[src/rtl/usb_line_editor.sv]
// usb_line_editor
// Line-editing stage between the CDC byte streams and the Forth core.
// Bytes arriving on the OUT stream are assembled into a line buffer with
// backspace handling; edits are echoed back on the IN stream. A completed
// line (terminated by CR) is held for random-access reading until the core
// releases it. Core transmit bytes share the IN stream, with echo bytes
// taking priority whenever the output register is free to load.
//
// Ports:
//   clk_i, rstn_i                      clock, async active-low reset
//   usb_out_data/valid_i, _ready_o     byte stream from the host
//   usb_in_data/valid_o, _ready_i      byte stream to the host
//   cpu_tx_data/valid_i, _ready_o      core transmit bytes
//   line_valid_o, line_len_o           held line status and length
//   line_rd_addr_i, line_rd_data_o     registered read port into the buffer
//   line_done_i                        pulse releasing the held line
module usb_line_editor #(
    parameter int LINE_LEN = 64,
    parameter int ECHO     = 1,
    localparam int CW = $clog2(LINE_LEN + 1),
    localparam int AW = $clog2(LINE_LEN)
) (
    input  logic          clk_i,
    input  logic          rstn_i,
    input  logic [7:0]    usb_out_data_i,
    input  logic          usb_out_valid_i,
    output logic          usb_out_ready_o,
    output logic [7:0]    usb_in_data_o,
    output logic          usb_in_valid_o,
    input  logic          usb_in_ready_i,
    input  logic [7:0]    cpu_tx_data_i,
    input  logic          cpu_tx_valid_i,
    output logic          cpu_tx_ready_o,
    output logic          line_valid_o,
    output logic [CW-1:0] line_len_o,
    input  logic [AW-1:0] line_rd_addr_i,
    output logic [7:0]    line_rd_data_o,
    input  logic          line_done_i
);

    typedef enum logic [1:0] {
        ST_EDIT  = 2'd0,
        ST_EOL   = 2'd1,
        ST_READY = 2'd2
    } state_t;

    state_t        state_r, state_s;
    logic [CW-1:0] cnt_r, cnt_s;
    logic [1:0]    eq_r, eq_s;
    logic [7:0]    q0_r, q1_r, q2_r, q0_s, q1_s, q2_s;
    logic [7:0]    out_data_r, out_data_s;
    logic          out_valid_r, out_valid_s;
    logic          out_echo_r, out_echo_s;
    logic          alive_r;
    logic [7:0]    rd_data_r;
    logic          wr_en_s;
    logic [7:0]    wr_data_s;
    logic          out_ready_s, cpu_ready_s, in_accept_s, load_slot_s;
    logic          printable_s, backspace_s, cr_s;

    logic [7:0]    line_mem [2**AW];

    // alive_r keeps the combinational ready outputs low while reset is held
    assign out_ready_s = alive_r && (state_r == ST_EDIT) && (eq_r == 2'd0);
    assign in_accept_s = out_valid_r && usb_in_ready_i;
    assign load_slot_s = !out_valid_r || usb_in_ready_i;
    assign cpu_ready_s = alive_r && load_slot_s && (eq_r == 2'd0);

    assign printable_s = (usb_out_data_i >= 8'h20) && (usb_out_data_i <= 8'h7E);
    assign backspace_s = (usb_out_data_i == 8'h08) || (usb_out_data_i == 8'h7F);
    assign cr_s        = (usb_out_data_i == 8'h0D);

    assign usb_out_ready_o = out_ready_s;
    assign cpu_tx_ready_o  = cpu_ready_s;
    assign usb_in_data_o   = out_data_r;
    assign usb_in_valid_o  = out_valid_r;
    assign line_valid_o    = (state_r == ST_READY);
    assign line_len_o      = (state_r == ST_READY) ? cnt_r : {CW{1'b0}};
    assign line_rd_data_o  = rd_data_r;

    // Next-state: output register loading, echo queue push/pop, line FSM
    always_comb begin
        state_s     = state_r;
        cnt_s       = cnt_r;
        eq_s        = eq_r;
        q0_s        = q0_r;
        q1_s        = q1_r;
        q2_s        = q2_r;
        out_data_s  = out_data_r;
        out_valid_s = out_valid_r;
        out_echo_s  = out_echo_r;
        wr_en_s     = 1'b0;
        wr_data_s   = usb_out_data_i;

        // Output register: echo head first, then the core byte; a loaded
        // byte is only replaced in the cycle it is accepted.
        if (load_slot_s) begin
            if (eq_r != 2'd0) begin
                out_data_s  = q0_r;
                out_valid_s = 1'b1;
                out_echo_s  = 1'b1;
                q0_s        = q1_r;
                q1_s        = q2_r;
                q2_s        = 8'h00;
                eq_s        = eq_r - 2'd1;
            end else if (cpu_tx_valid_i && cpu_ready_s) begin
                out_data_s  = cpu_tx_data_i;
                out_valid_s = 1'b1;
                out_echo_s  = 1'b0;
            end else begin
                out_valid_s = 1'b0;
                out_echo_s  = 1'b0;
            end
        end else begin
            out_valid_s = out_valid_r;
        end

        // Pushes only happen with an empty queue (out_ready_s), so they never
        // collide with the pop above.
        case (state_r)
            ST_EDIT: begin
                if (usb_out_valid_i && out_ready_s) begin
                    if (printable_s) begin
                        if (cnt_r < CW'(LINE_LEN)) begin
                            wr_en_s = 1'b1;
                            cnt_s   = cnt_r + CW'(1);
                            if (ECHO != 0) begin
                                q0_s = usb_out_data_i;
                                eq_s = 2'd1;
                            end else begin
                                eq_s = eq_r;
                            end
                        end else if (ECHO != 0) begin
                            q0_s = 8'h07;
                            eq_s = 2'd1;
                        end else begin
                            eq_s = eq_r;
                        end
                    end else if (backspace_s) begin
                        if (cnt_r != {CW{1'b0}}) begin
                            cnt_s = cnt_r - CW'(1);
                            if (ECHO != 0) begin
                                q0_s = 8'h08;
                                q1_s = 8'h20;
                                q2_s = 8'h08;
                                eq_s = 2'd3;
                            end else begin
                                eq_s = eq_r;
                            end
                        end else begin
                            cnt_s = cnt_r;
                        end
                    end else if (cr_s) begin
                        if (ECHO != 0) begin
                            q0_s    = 8'h0D;
                            q1_s    = 8'h0A;
                            eq_s    = 2'd2;
                            state_s = ST_EOL;
                        end else begin
                            state_s = ST_READY;
                        end
                    end else begin
                        state_s = state_r;
                    end
                end else begin
                    state_s = state_r;
                end
            end
            ST_EOL: begin
                // The only echo byte in the output register with an empty
                // queue during EOL is the trailing LF.
                if (in_accept_s && out_echo_r && (eq_r == 2'd0)) begin
                    state_s = ST_READY;
                end else begin
                    state_s = state_r;
                end
            end
            ST_READY: begin
                if (line_done_i) begin
                    cnt_s   = {CW{1'b0}};
                    state_s = ST_EDIT;
                end else begin
                    state_s = state_r;
                end
            end
            default: begin
                state_s = ST_EDIT;
            end
        endcase
    end

    // State, counters, echo queue, output register and read-data register
    always_ff @(posedge clk_i or negedge rstn_i) begin
        if (!rstn_i) begin
            state_r     <= ST_EDIT;
            cnt_r       <= {CW{1'b0}};
            eq_r        <= 2'd0;
            q0_r        <= 8'h00;
            q1_r        <= 8'h00;
            q2_r        <= 8'h00;
            out_data_r  <= 8'h00;
            out_valid_r <= 1'b0;
            out_echo_r  <= 1'b0;
            alive_r     <= 1'b0;
            rd_data_r   <= 8'h00;
        end else begin
            state_r     <= state_s;
            cnt_r       <= cnt_s;
            eq_r        <= eq_s;
            q0_r        <= q0_s;
            q1_r        <= q1_s;
            q2_r        <= q2_s;
            out_data_r  <= out_data_s;
            out_valid_r <= out_valid_s;
            out_echo_r  <= out_echo_s;
            alive_r     <= 1'b1;
            rd_data_r   <= line_mem[line_rd_addr_i];
        end
    end

    // Line buffer storage; contents intentionally survive reset and release
    always_ff @(posedge clk_i) begin
        if (wr_en_s) begin
            line_mem[cnt_r[AW-1:0]] <= wr_data_s;
        end
    end

endmodule

[config.mk]
export PLATFORM = sky130hd
export DESIGN_NAME = usb_line_editor
export DESIGN_NICKNAME = d
export VERILOG_FILES = /design/src/rtl/usb_line_editor.sv
export SDC_FILE = /design/constraint.sdc
export NUM_CORES = 1
export LEC_CHECK = 0
export BUFFER_PORTS_ARGS = -buffer_cell sky130_fd_sc_hd__buf_2
export CAP_MARGIN = 20
export CORE_MARGIN = 10
export CORE_UTILIZATION = 45
export CTS_CLUSTER_SIZE = 16
export DETAILED_ROUTE_END_ITERATION = 8
export PLACE_DENSITY = 0.71
export REMOVE_ABC_BUFFERS = 1
export SETUP_SLACK_MARGIN = 0.5
export SLEW_MARGIN = 20
export SYNTH_ARGS = -nofsm -noshare
export SYNTH_HDL_FRONTEND = slang
export SYNTH_SLANG_ARGS = --single-unit
[constraint.sdc]
create_clock -name clk_i -period 4 [get_ports clk_i]
set_input_delay 1.2 -clock clk_i [delete_from_list [all_inputs] [get_ports clk_i]]
set_output_delay 1.2 -clock clk_i [all_outputs]
set_load 0.01 [all_outputs]
# == Word-level counts from Yosys, hierarchy flattened ==
# Memories as Yosys holds them, arrays and structs flattened. A register that Yosys moved wholly into a read port is not among the register bits.
# Index checks and enable logic that the tools add are counted.
# totals
regBits,46
mem_count,1
mem_bits_ro,0
ramBits,512
output_inout_bits,27
latch_bits,0
inputBits,28
# classes
n_eq_ne,14
shifts,0
n_reduce_logical,23
n_mul,0
magnitude_cmp,3
div,0
n_bitwise,0
n_mux,58
n_addsub,3
# memory_table
name,depth,width,read_ports,rd_clocked_by_memory_dff,write_ports,line,source
line_mem,64,8,1,1,1,61,logic [7:0] line_mem [2**AW];
# ops
operator,n
$mux 8,26
$mux 7,7
$mux 2,14
$eq 8x4->1 const B,2
$pmux 7 s2,1
$reduce_and 6->1,2
$logic_and 1x1->1,10
$mux 1,9
$eq 8x7->1 const B,1
$ge 8x6->1 const B,1
$le 8x7->1 const B,1
$ne 2x2->1 const B,4
$add 7x1->7 const B,1
$lt 7x7->1 const B,1
$reduce_bool 7->1,1
$sub 7x1->7 const B,1
$ne 3x2->1 const B,2
$pmux 2 s3,1
$reduce_bool 2->1,3
$logic_not 2->1,2
$ne 2x1->1 const B,2
$ne 3x3->1 const B,1
$eq 2x1->1 const B,1
$eq 2x2->1 const B,1
4 further kinds,6

# == Depth between registers and ports, before layout ==
# depth
word_depth,8
mapped_depth,9

# == Worst setup path after synthesis ==
# Ideal clock, no wire load.
# synth_path
kind,input-to-reg
from,in usb_out_data_i[7]
to,reg cnt_r[4]
setup_time_ns,0.125
path_stages,9
path_slack_ns,0.614
t_arrival_ns,3.262
cell_sequence,nand2b_1 > o31ai_2 > inv_1 > fa_1 > nor2b_1 > o21ai_0 > a21boi_0 > nor3_1 > mux2_2
# synth_via
elab_chain_cells,5
word_cells_on_any_way,13
cone_classes,order compare: 2; eq/ne: 5; mux: 3; reduce/logical: 3
# synth_rtl
item,line,source
start: declaration,25,"input logic [7:0] usb_out_data_i,"
$ge 8x6->1 / $le 8x7->1 (equally long branches),69,assign printable_s = (usb_out_data_i >= 8'h20) && (usb_out_data_i <= 8'h7E);
$logic_and 1x1->1,69,
$mux 7,123,if (printable_s) begin
$mux 7,122,if (usb_out_valid_i && out_ready_s) begin
$pmux 7 s2,120,case (state_r)
end signal: assignment,196,cnt_r <= {CW{1'b0}};
end signal: assignment,208,cnt_r <= cnt_s;
end: declaration,48,"logic [CW-1:0] cnt_r, cnt_s;"
# Several ways; a longest one is shown, not always the timed one. The select of a mux whose other input is x is not followed.
# A chain may end at the register's enable or synchronous reset.

# == Worst setup path in the final report ==
# layout_path
from,in usb_out_data_i[5]
to,"mem line_mem[58][0], enable pin"
# layout_via
elab_chain_cells,7
word_cells_on_any_way,8
cone_classes,order compare: 2; mux: 5; reduce/logical: 1
# layout_rtl
item,line,source
$ge 8x6->1 / $le 8x7->1 (equally long branches),69,
$logic_and 1x1->1 (*),69,
$mux 1 (*),123,
$mux 1 (*),122,
$mux 1 (*),120,
$mux 1 (*),223,if (wr_en_s) begin
$mux 1 (implied by the code) (*),224,line_mem[cnt_r[AW-1:0]] <= wr_data_s;
end: declaration,61,
# Every way passes the cells marked *; elsewhere a longest branch is shown, timed or not.

==> flow_summary.json <==
{
  "yosysWarnings": 0,
  "layout-drive-gt1-share_pct": 25.62,
  "postCtsResizedCells": 0,
  "ff2ff_setup_slack_ns": 0.86,
  "dr_wl_met3_um": 4958,
  "wl_per_cell_um": 26.37,
  "worst_slew_pin_slew_ns": 0.9974,
  "cts.sinks": 566,
  "place_ws_ns": 0.06185,
  "cts_made_buffers": 54,
  "p_sw_uw": 2983,
  "drc": 0,
  "dieArea_um2": 58560,
  "fin_tns_setup_ns": 0,
  "port-buffer-count": 54,
  "setup_ws_ns": 0.5805,
  "hold_slack_ns": 0.4715,
  "rows": 81,
  "syn_area_um2": 22180,
  "p_clk_share_pct": 39.4,
  "drt-pass1-iter-count": 5,
  "dr_wl_met2_um": 23920,
  "ant_nets": 0,
  "fin_crit_sh_pct": 85.49,
  "grt_usage_pct": 17.52,
  "endpoint": "line_mem[58][0]",
  "synth-edff-count": 512,
  "post_cts_buffers": 0,
  "grt_max_degree": 66,
  "yosysSeqAreaShare_pct": 75.42,
  "io_pins": 55,
  "finalSetupViolations": 0,
  "dpl.hpwl_um": 33620,
  "syn_inst": 1138,
  "cts-root-buf": "clkbuf_16",
  "reg2regPathDepth": 5,
  "clock_skew_ns": 0.03961,
  "start_util_pct": 45.40,
  "met1Wirelength_um": 21630,
  "die_h_um": 242.0,
  "ys_top_cells_by_count": "512 x edfxtp_1, 128 x mux4_2, 92 x nor2_1",
  "p_per_area_nw_per_um2": 509.5,
  "synth_area_per_cell_um2": 19.49,
  "antenna_found_initial": 0,
  "r2r-start": "eq_r[1]",
  "yosys-top-cells-area": "edfxtp_1 69%, mux4_2 13%, dfrtp_1 6.1%",
  "antenna_cells": 0,
  "yosysUniqueCellTypes": 56,
  "cap_violations": 0,
  "final_cells": 1956,
  "hold_violations": 0,
  "yosysTopAreaCell": "edfxtp_1",
  "final_nets": 1287,
  "grt_remaining_overflow": 0,
  "startpoint": "usb_out_data_i[5]",
  "hp-class": "flop to flop",
  "core-area_um2": 48850,
  "gp_congestion": 0.9887,
  "swShare_pct": 23.17,
  "synth_top_area_share_pct": 69.33,
  "via_per_inst": 5.919,
  "cts_tree": "done",
  "drtIter0Drc": 1452,
  "critPathKind": "input pin to flop",
  "ys_async_sr_fraction_pct": 9.541,
  "crit_fanout": 8,
  "cts_hold_buf": 0,
  "h-tree-depth": 2,
  "layout-area-overhead-vs-synth_pct": 13.95,
  "worst_setup_path_start_kind": "input pin",
  "wirelength_um": 51570,
  "dp.cells": 1858,
  "vias": 11580,
  "relSlewSlack_pct": 33.26,
  "ir_drop_uv": 317.1,
  "sequentialPowerShare_pct": 51.9,
  "clkSlewWorstSetupHoldPaths_ns": 0.06,
  "min_period_ns": 3.420,
  "drv_slew": 0,
  "synth.most_common_cell": "edfxtp_1",
  "cp_data_required_time_ns": 4.28,
  "clock_path_buffers": 3,
  "status": "finished, final reports clean",
  "first_global_vias": 11720,
  "p_comb_share_pct": 8.7,
  "maxUsedRoutingLayer": "met4",
  "internal_power_uw": 9892,
  "max_freq_mhz": 292.4,
  "rsz0062_at_grt": "no",
  "leakage_uw": 0.008289,
  "ys.flop_type": "edfxtp_1",
  "clk_latency_ns": 0.62,
  "yosys_register_bits": 566,
  "report.power.total_uw": 12880,
  "crit_path_end_kind": "flop",
  "grt_pass1_wl_um": 77710,
  "timing.rr.end": "line_mem[58][0]",
  "arrival_ns": 3.70,
  "die_w_um": 242.0
}
-- critical path, stage by stage --
cell	delay [ns]
buf_2	0.21
nand4_1	0.17
o31ai_2	0.59
inv_1	0.16
ha_1	0.24
and3_1	0.21
nand2_1	0.52
nor2_1	0.39
-- final cells by class --
cell class                      count  area [µm²]
Fill cell                        3879       23580
Sequential cell                   566       16730
Multi-Input combinational cell    517        5200
Clock buffer                       60        1374
Tap cell                          664       830.8
Timing Repair Buffer              103       729.5
Clock inverter                     38       380.4
Inverter                            8       30.03
-- through the flow --
stage          util (%)  instance area [µm²]
2_1_floorplan         -                21950
3_3_place_gp      48.12                23510
3_5_place_dp      48.13                23510
4_1_cts           51.72                25260
5_1_grt           51.73                25270
6_report          51.73                25270
-- metal layers --
layer	vias up	global-route usage, %
met1	5997	25.09
li1	4878	-
met4	0	4.605
met5	-	0
met3	76	3.880
met2	626	26.76
-- sequential cells by signal, summed over array words and instances (netlist names), 2 cells and up --
signal          count
q2_r                8
line_rd_data_o      8
cnt_r               7
q0_r                8
usb_in_data_o       8
state_r             2
line_mem          512
eq_r                2
q1_r                8
-- kinds of logic (layout without fill, tap and decap cells) --
family                     count (synthesis)  count (layout)  synth area share (%)
and+or+nand+nor                          224             224                 4.739
other                                      1               1               0.01691
buffers and inverters                     55             209                 1.157
AOI/OAI and AO/OA                        120             120                 3.487
muxes                                    162             162                 14.60
xor gates and xnor gates                   1               1               0.03950
adders and majority gates                  9               9                0.5417
DFF                                      566             566                 75.42
-- placed cells by master (no fill, tap or decap), types with 10 or more instances in the layout --
| cell type | netlist | final |
|---|---|---|
| mux2i_1 | 23 | 23 |
| o22ai_1 | 52 | 52 |
| nor4_1 | 12 | 12 |
| a21oi_1 | 25 | 25 |
| mux2_2 | 11 | 11 |
| clkbuf_16 | 0 | 54 |
| buf_2 | 18 | 50 |
| o21ai_0 | 13 | 13 |
| mux4_2 | 128 | 128 |
| and3_1 | 14 | 14 |
| buf_4 | 7 | 46 |
| nand2_1 | 52 | 52 |
| clkinv_2 | 0 | 10 |
| clkinv_1 | 2 | 18 |
| dfrtp_1 | 54 | 54 |
| nor2_1 | 92 | 91 |
| edfxtp_1 | 512 | 512 |
-- how the worst min path moves through the flow --
stage / from / end / cells after the start
6_report: state_r[1] / state_r[0] / 1
5_1_grt: state_r[1] / state_r[0] / 1
4_1_cts: state_r[1] / state_r[0] / 1
3_5_place_dp: state_r[1] / state_r[0] / 1
3_3_place_gp: state_r[1] / state_r[0] / 1
2_1_floorplan: state_r[1] / state_r[0] / 1
-- power by group through the flow --
| stage | clock [µW] | sequential, µW | combinational (µW) |
|---|---|---|---|
| final | 5070 | 6690 | 1120 |
| after global routing | 5380 | 6700 | 1220 |
| after CTS | 5130 | 6680 | 1110 |
| after detailed placement | 0 | 6800 | 1100 |
| after global placement | 0 | 6800 | 1100 |
| after floorplan | 0 | 6780 | 592 |
(Power assumes the default switching activity.)
